===== src/rtl/branch_predictor.sv =====
// Direct-mapped 2-bit saturating-counter branch predictor with
// mispredict flagging and branch/mispredict statistics.
module branch_predictor #(
    parameter int INDEX_BITS = 6,
    parameter int CNT_W      = 32
) (
    input  logic             clk,
    input  logic             rst_n,
    input  logic [31:0]      pred_pc,
    output logic             pred_taken,
    input  logic             upd_valid,
    input  logic [31:0]      upd_pc,
    input  logic             upd_taken,
    input  logic             upd_pred,
    output logic             mispredict,
    output logic [CNT_W-1:0] branch_count,
    output logic [CNT_W-1:0] mispredict_count
);

    localparam int ENTRIES = 2 ** INDEX_BITS;

    logic [1:0]            table_q [ENTRIES];
    logic [INDEX_BITS-1:0] pred_idx;
    logic [INDEX_BITS-1:0] upd_idx;
    logic [1:0]            ctr_cur;
    logic [1:0]            ctr_d;
    logic                  misp_d, misp_q;
    logic [CNT_W-1:0]      bc_d, bc_q;
    logic [CNT_W-1:0]      mc_d, mc_q;
    logic                  unused_pc_bits;

    assign pred_idx = pred_pc[INDEX_BITS+1:2];
    assign upd_idx  = upd_pc[INDEX_BITS+1:2];

    // Word-offset and high PC bits do not take part in indexing.
    assign unused_pc_bits = ^{pred_pc[31:INDEX_BITS+2], pred_pc[1:0],
                              upd_pc[31:INDEX_BITS+2], upd_pc[1:0]};

    // Read is the pre-update value; no bypass from the write port.
    assign pred_taken = table_q[pred_idx][1];

    always_comb begin
        ctr_cur = table_q[upd_idx];
        ctr_d   = ctr_cur;
        if (upd_taken) begin
            if (ctr_cur != 2'b11) ctr_d = ctr_cur + 2'd1;
        end else begin
            if (ctr_cur != 2'b00) ctr_d = ctr_cur - 2'd1;
        end
        misp_d = upd_valid & (upd_pred ^ upd_taken);
        bc_d   = bc_q;
        mc_d   = mc_q;
        if (upd_valid) begin
            bc_d = bc_q + CNT_W'(1);
            if (misp_d) mc_d = mc_q + CNT_W'(1);
        end
    end

    always_ff @(posedge clk) begin
        if (!rst_n) begin
            for (int i = 0; i < ENTRIES; i++) begin
                table_q[i] <= 2'b01;
            end
            misp_q <= 1'b0;
            bc_q   <= '0;
            mc_q   <= '0;
        end else begin
            if (upd_valid) table_q[upd_idx] <= ctr_d;
            misp_q <= misp_d;
            bc_q   <= bc_d;
            mc_q   <= mc_d;
        end
    end

    assign mispredict       = misp_q;
    assign branch_count     = bc_q;
    assign mispredict_count = mc_q;

endmodule

===== config.mk =====
export PLATFORM = sky130hd
export DESIGN_NAME = branch_predictor
export DESIGN_NICKNAME = d
export VERILOG_FILES = /design/src/rtl/branch_predictor.sv
export SDC_FILE = /design/constraint.sdc
export NUM_CORES = 1
export LEC_CHECK = 0
export BUFFER_PORTS_ARGS = -buffer_cell sky130_fd_sc_hd__buf_4
export CORE_UTILIZATION = 58
export DETAILED_ROUTE_END_ITERATION = 10
export MAX_ROUTING_LAYER = met4
export PLACE_DENSITY_LB_ADDON = 0.1
export SYNTH_ARGS = -nofsm -noshare
export SYNTH_HDL_FRONTEND = slang
export SYNTH_SLANG_ARGS = --single-unit

===== constraint.sdc =====
create_clock -name clk -period 4.15 [get_ports clk]
set_input_delay 0.83 -clock clk [delete_from_list [all_inputs] [get_ports clk]]
set_output_delay 0.83 -clock clk [all_outputs]
set_load 0.02 [all_outputs]

## Yosys cells after proc, flatten, opt, wreduce, memory -nomap -nowiden

Memories as Yosys holds them, arrays and structs flattened.
Index checks and enable logic that the tools add are counted.

| word-level totals | value |
|---|---|
| flip-flop bits (word level) | 65 |
| RAM bits | 128 |
| bits of input ports | 69 |
| memories kept | 1 |

Memories:

| name | depth | width | rd ports | clocked after Yosys merged registers in | wr ports | RTL line | RTL |
|---|---|---|---|---|---|---|---|
| table_q | 64 | 2 | 2 | 0 | 64 | 22 | `logic [1:0] table_q [ENTRIES];` |

| cells by class | value |
|---|---|
| add/sub/neg operators | 4 |
| eq/ne operators | 1 |
| multiplexer cells | 10 |
| bitwise operators | 2 |
| reductions and logical operators | 3 |

Operators by type and width:

| kind | count |
|---|---|
| $add A32 B1 Y32 const B | 2 |
| $mux W2 | 4 |
| $mux W6 | 1 |
| $mux W1 | 5 |
| $add A2 B1 Y2 const B | 1 |
| $ne A2 B2 Y1 const B | 1 |
| $reduce_and A2 Y1 | 1 |
| $reduce_bool A2 Y1 | 1 |
| $reduce_or A2 Y1 | 1 |
| $sub A2 B1 Y2 const B | 1 |
| $and A1 B1 Y1 | 1 |
| $xor A1 B1 Y1 | 1 |

## Longest topological paths before layout

| depth | value |
|---|---|
| word-level depth | 5 |
| depth in mapped cells | 12 |
| mapped depth without buffers | 8 |

## Least setup slack after synthesis

No wires, ideal clock.

| timing path | value |
|---|---|
| path type | in2out |
| start | input port pred_pc[2] |
| end | output port pred_taken |
| arrival time | 2.874 ns |
| required time | 3.320 ns |
| path slack | 0.446 ns |
| stages | 5 |
| path buffers | 2 |
| cell sequence | buf_2 -> buf_2 -> mux4_2 -> mux4_2 -> mux4_2 |

| between the ends | value |
|---|---|
| longest elaborated chain between the ends | 1 |

RTL lines:

| item | RTL line | RTL |
|---|---|---|
| from (decl) | 9 | `input logic [31:0] pred_pc,` |
| $mem_v2 Z64 W2 | -- |  |
| to (decl) | 10 | `output logic pred_taken,` |

No other way between the ends.

## Worst setup path in the final report

Same ends and word-level chain as after synthesis.

==> impl_results.md <==
* Tot GR Track Use at about 30%
* Area growth syn-to-layout at 11.8%
* DRC errors left at 0
* Setup bufs post-CTS at 0
* Post-synth ARST share at 0%
* Critical Path RT at between 3 and 4 ns
* Worst setup SP type: input port
* Yosys top cell area share at about 38%
* Finished Layout Cells at between 1k and 1.5k
* Antenna cells at 0
* Mapped cell area at 10200 um2
* Setup Skew at about 0.009 ns
* # Max-Cap Violations at 0
* Drt first pass iters at 6
* Detailed Route WL at around 25 mm
* First-pass GRT wire length at 39.3 mm
* Lkg Pwr at between 3 and 4 nW
* CTS Buffer Depth at 2
* Most frequent CP cell: mux4_2
* Grt ovf at 0
* # rows at 48
* DR iter-0 viols at between 600 and 700
* Final Power at between 0.004 and 0.005 W
* Final period utilization at roughly 90%
* Initial Util at 59.0%
* RePlAce Congestion at 0.948
* Most common cell after layout, fill and taps aside: edfxtp_1
* R2R cell count at 8
* Crit end category: output port
* Post-Syn Nets at 977
* Number of warnings issued by yosys at 0
* CTS tree: built
* Clock Sink Count at around 190
* FF+latch count, synth at ~190
* HP Class: flip-flop to flip-flop
* Worst-path clk slew at approximately 0.070 ns
* EDFF count, synth at around 130
* Inst Count DP at about 1.2k
* Post-Place Worst Slack at about 0.4 ns
* WHS Path Cells at 2
* Max FO, Critical Path at 16
* Seq/Total Area, Yosys at about half
* Nets@finish at roughly 1k
* Dpl hpwl at 17.0 mm
* CP peak stage delay at 0.57 ns
* Cts repair resizes at 0
* Cell area power density at about 370 nW/um2
* Largest net degree at the start of global routing at between 70 and 80
* Synthesized instance count at around 910
* Core area at around 17000 um2
* Slew @ Worst Pin at 0.837 ns
* Layout cell share with drive strength beyond 1 at 24.2%
* RSZ-0062 raised after global routing: no
* Routed Antenna Nets at 0
* Hold Vio Cnt, Final at 0
* Slew Limit Fails at 0
* Crit-path leading delay family: multiplexers
* Largest cells by area after synthesis: edfxtp_1 (38%), dfxtp_1 (13%), mux4_2 (8.4%), nand2_1 (4.4%), xnor2_1 (4.0%)
* Worst Path Buf+Inv at 2
* CP arrival at approximately 2.9 ns
* Die footprint at roughly 18000 um2
* Worst path slowest cell: mux4_2
* Max Clk Rate at 268 MHz
* Vias per cell at around 6.3
* CP cell instances: buf_4 > mux4_2 > mux4_2 > mux4_2 > buf_4
* Critical path class: input port to output port
* Most frequent cells in the layout: edfxtp_1 (128), nand2_1 (119), buf_4 (102), nand3_1 (65), dfxtp_1 (65)
* Ys flop type: edfxtp_1
* Post-CTS Hold Buffers at 0
* Drt wl/cell at 21.0 um
* Die Width at between 100 and 150 um
* Distinct cells, synth at 60
* Boundary Pins at roughly 140
* CTS Buf Count at 17
* Setup violators final at 0
* Worst VDD drop at 323 uV
* Synth Area per Inst at roughly 11 um2
* Tmin final at ~3.7 ns
* Synth area leader: edfxtp_1
* Final setup TNS at 0 ns
* Worst path depth at 5
* Vias at ~7.5k
* Final worst slack at around 0.42 ns
* I/O Buffers at between 80 and 90
* Number of global-route vias before repair at 7216
* Initial antenna violation count at 0
* H-tree depth at 4
* Relative slew slack at between 40% and 50%
* Die Span Y at 134 um
* Status: completed
* Skew-Pair Late Insertion Delay at 0.44 ns
* Clock root cell: clkbuf_16
==> Yosys cell counts (3+ instances only) <==
library cell and n:
buf_4 6, a221oi_1 5, nand3_2 32, a21boi_0 7, mux2_2 8, xor2_1 9, buf_2 11, mux4_2 38
buf_8 3, or3_1 7, o221ai_1 3, buf_6 10, a22oi_1 7, nor3_2 10, and2_1 58, buf_1 4
and4_1 9, nand2_1 119, nor2b_1 4, edfxtp_1 128, nor2_1 58, inv_1 6, dfxtp_1 65, and3_1 19
o22ai_1 5, a21oi_1 5, mux2i_1 10, nand3b_1 3, xnor2_1 47, clkbuf_1 37, buf_12 5, nand3_1 65
nor3_1 20, nand4_1 16, o21ai_0 34
==> registers in the layout (all words and copies together), names as in the netlist <==
register and count:
branch_count 32, table_q 128, mispredict 1, mispredict_count 32
==> kinds of logic after synthesis <==
group,after synthesis,synth area share [%]
buffers and inverters,83,5.29
adder cells (fa/ha/maj),4,0.467
AND/OR/NAND/NOR,436,23.6
flip-flops,193,50.6
AO/OA/AOI/OAI,77,4.85
XOR/XNOR,56,4.82
multiplexers,57,10.4
==> layer usage <==
metal  global-route usage [%]  share of wire [%]  vias to the layer above
met1                     38.2                 40                     3675
met3                     6.61                8.9                       54
met5                        -                  0                        -
met4                     12.5                2.9                        0
met2                     45.8                 48                      389
li1                         -                  -                     3388
==> stage by stage <==
stage               util, %  hold slack [ns]  cell area [um2]
global placement       62.5            0.487            10800
CTS                    66.0            0.521            11400
floorplan                 -            0.572            10200
global route           66.0            0.558            11400
finish                 66.0            0.518            11400
detailed placement     62.5            0.508            10800
==> report_power, final <==
part           total (W)  internal, W  switching, W
clock            0.00170     0.000970      0.000735
combinational   0.000429     0.000147      0.000282
sequential       0.00210      0.00207     0.0000224
total            0.00423      0.00319       0.00104
==> tightest hold or removal path: cells and delay by family (launching register included) <==
| family | cells | cell delay [ns] |
|---|---|---|
| DFF | 1 | 0.33 |
| AOI/OAI and AO/OA | 2 | 0.14 |
==> worst paths after layout <==
path,startpoint,to,slack (ns)
setup / recovery,pred_pc[2],pred_taken,0.42
hold reg to reg,branch_count[30],branch_count[30],0.52
setup reg to reg,table_q[0][1],table_q[49][0],1.43
hold / removal,branch_count[30],branch_count[30],0.52
==> area by class of cell <==
class / count / area, um2
well taps: 225 / 282
fillers: 1331 / 5870
repair buffers: 105 / 826
inverters: 7 / 26.3
clock buffers: 21 / 450
multi-input cells: 630 / 4490
flip-flops and latches: 193 / 5140
clock inverters: 11 / 153
Note: power is estimated with default switching activity, not from simulation.
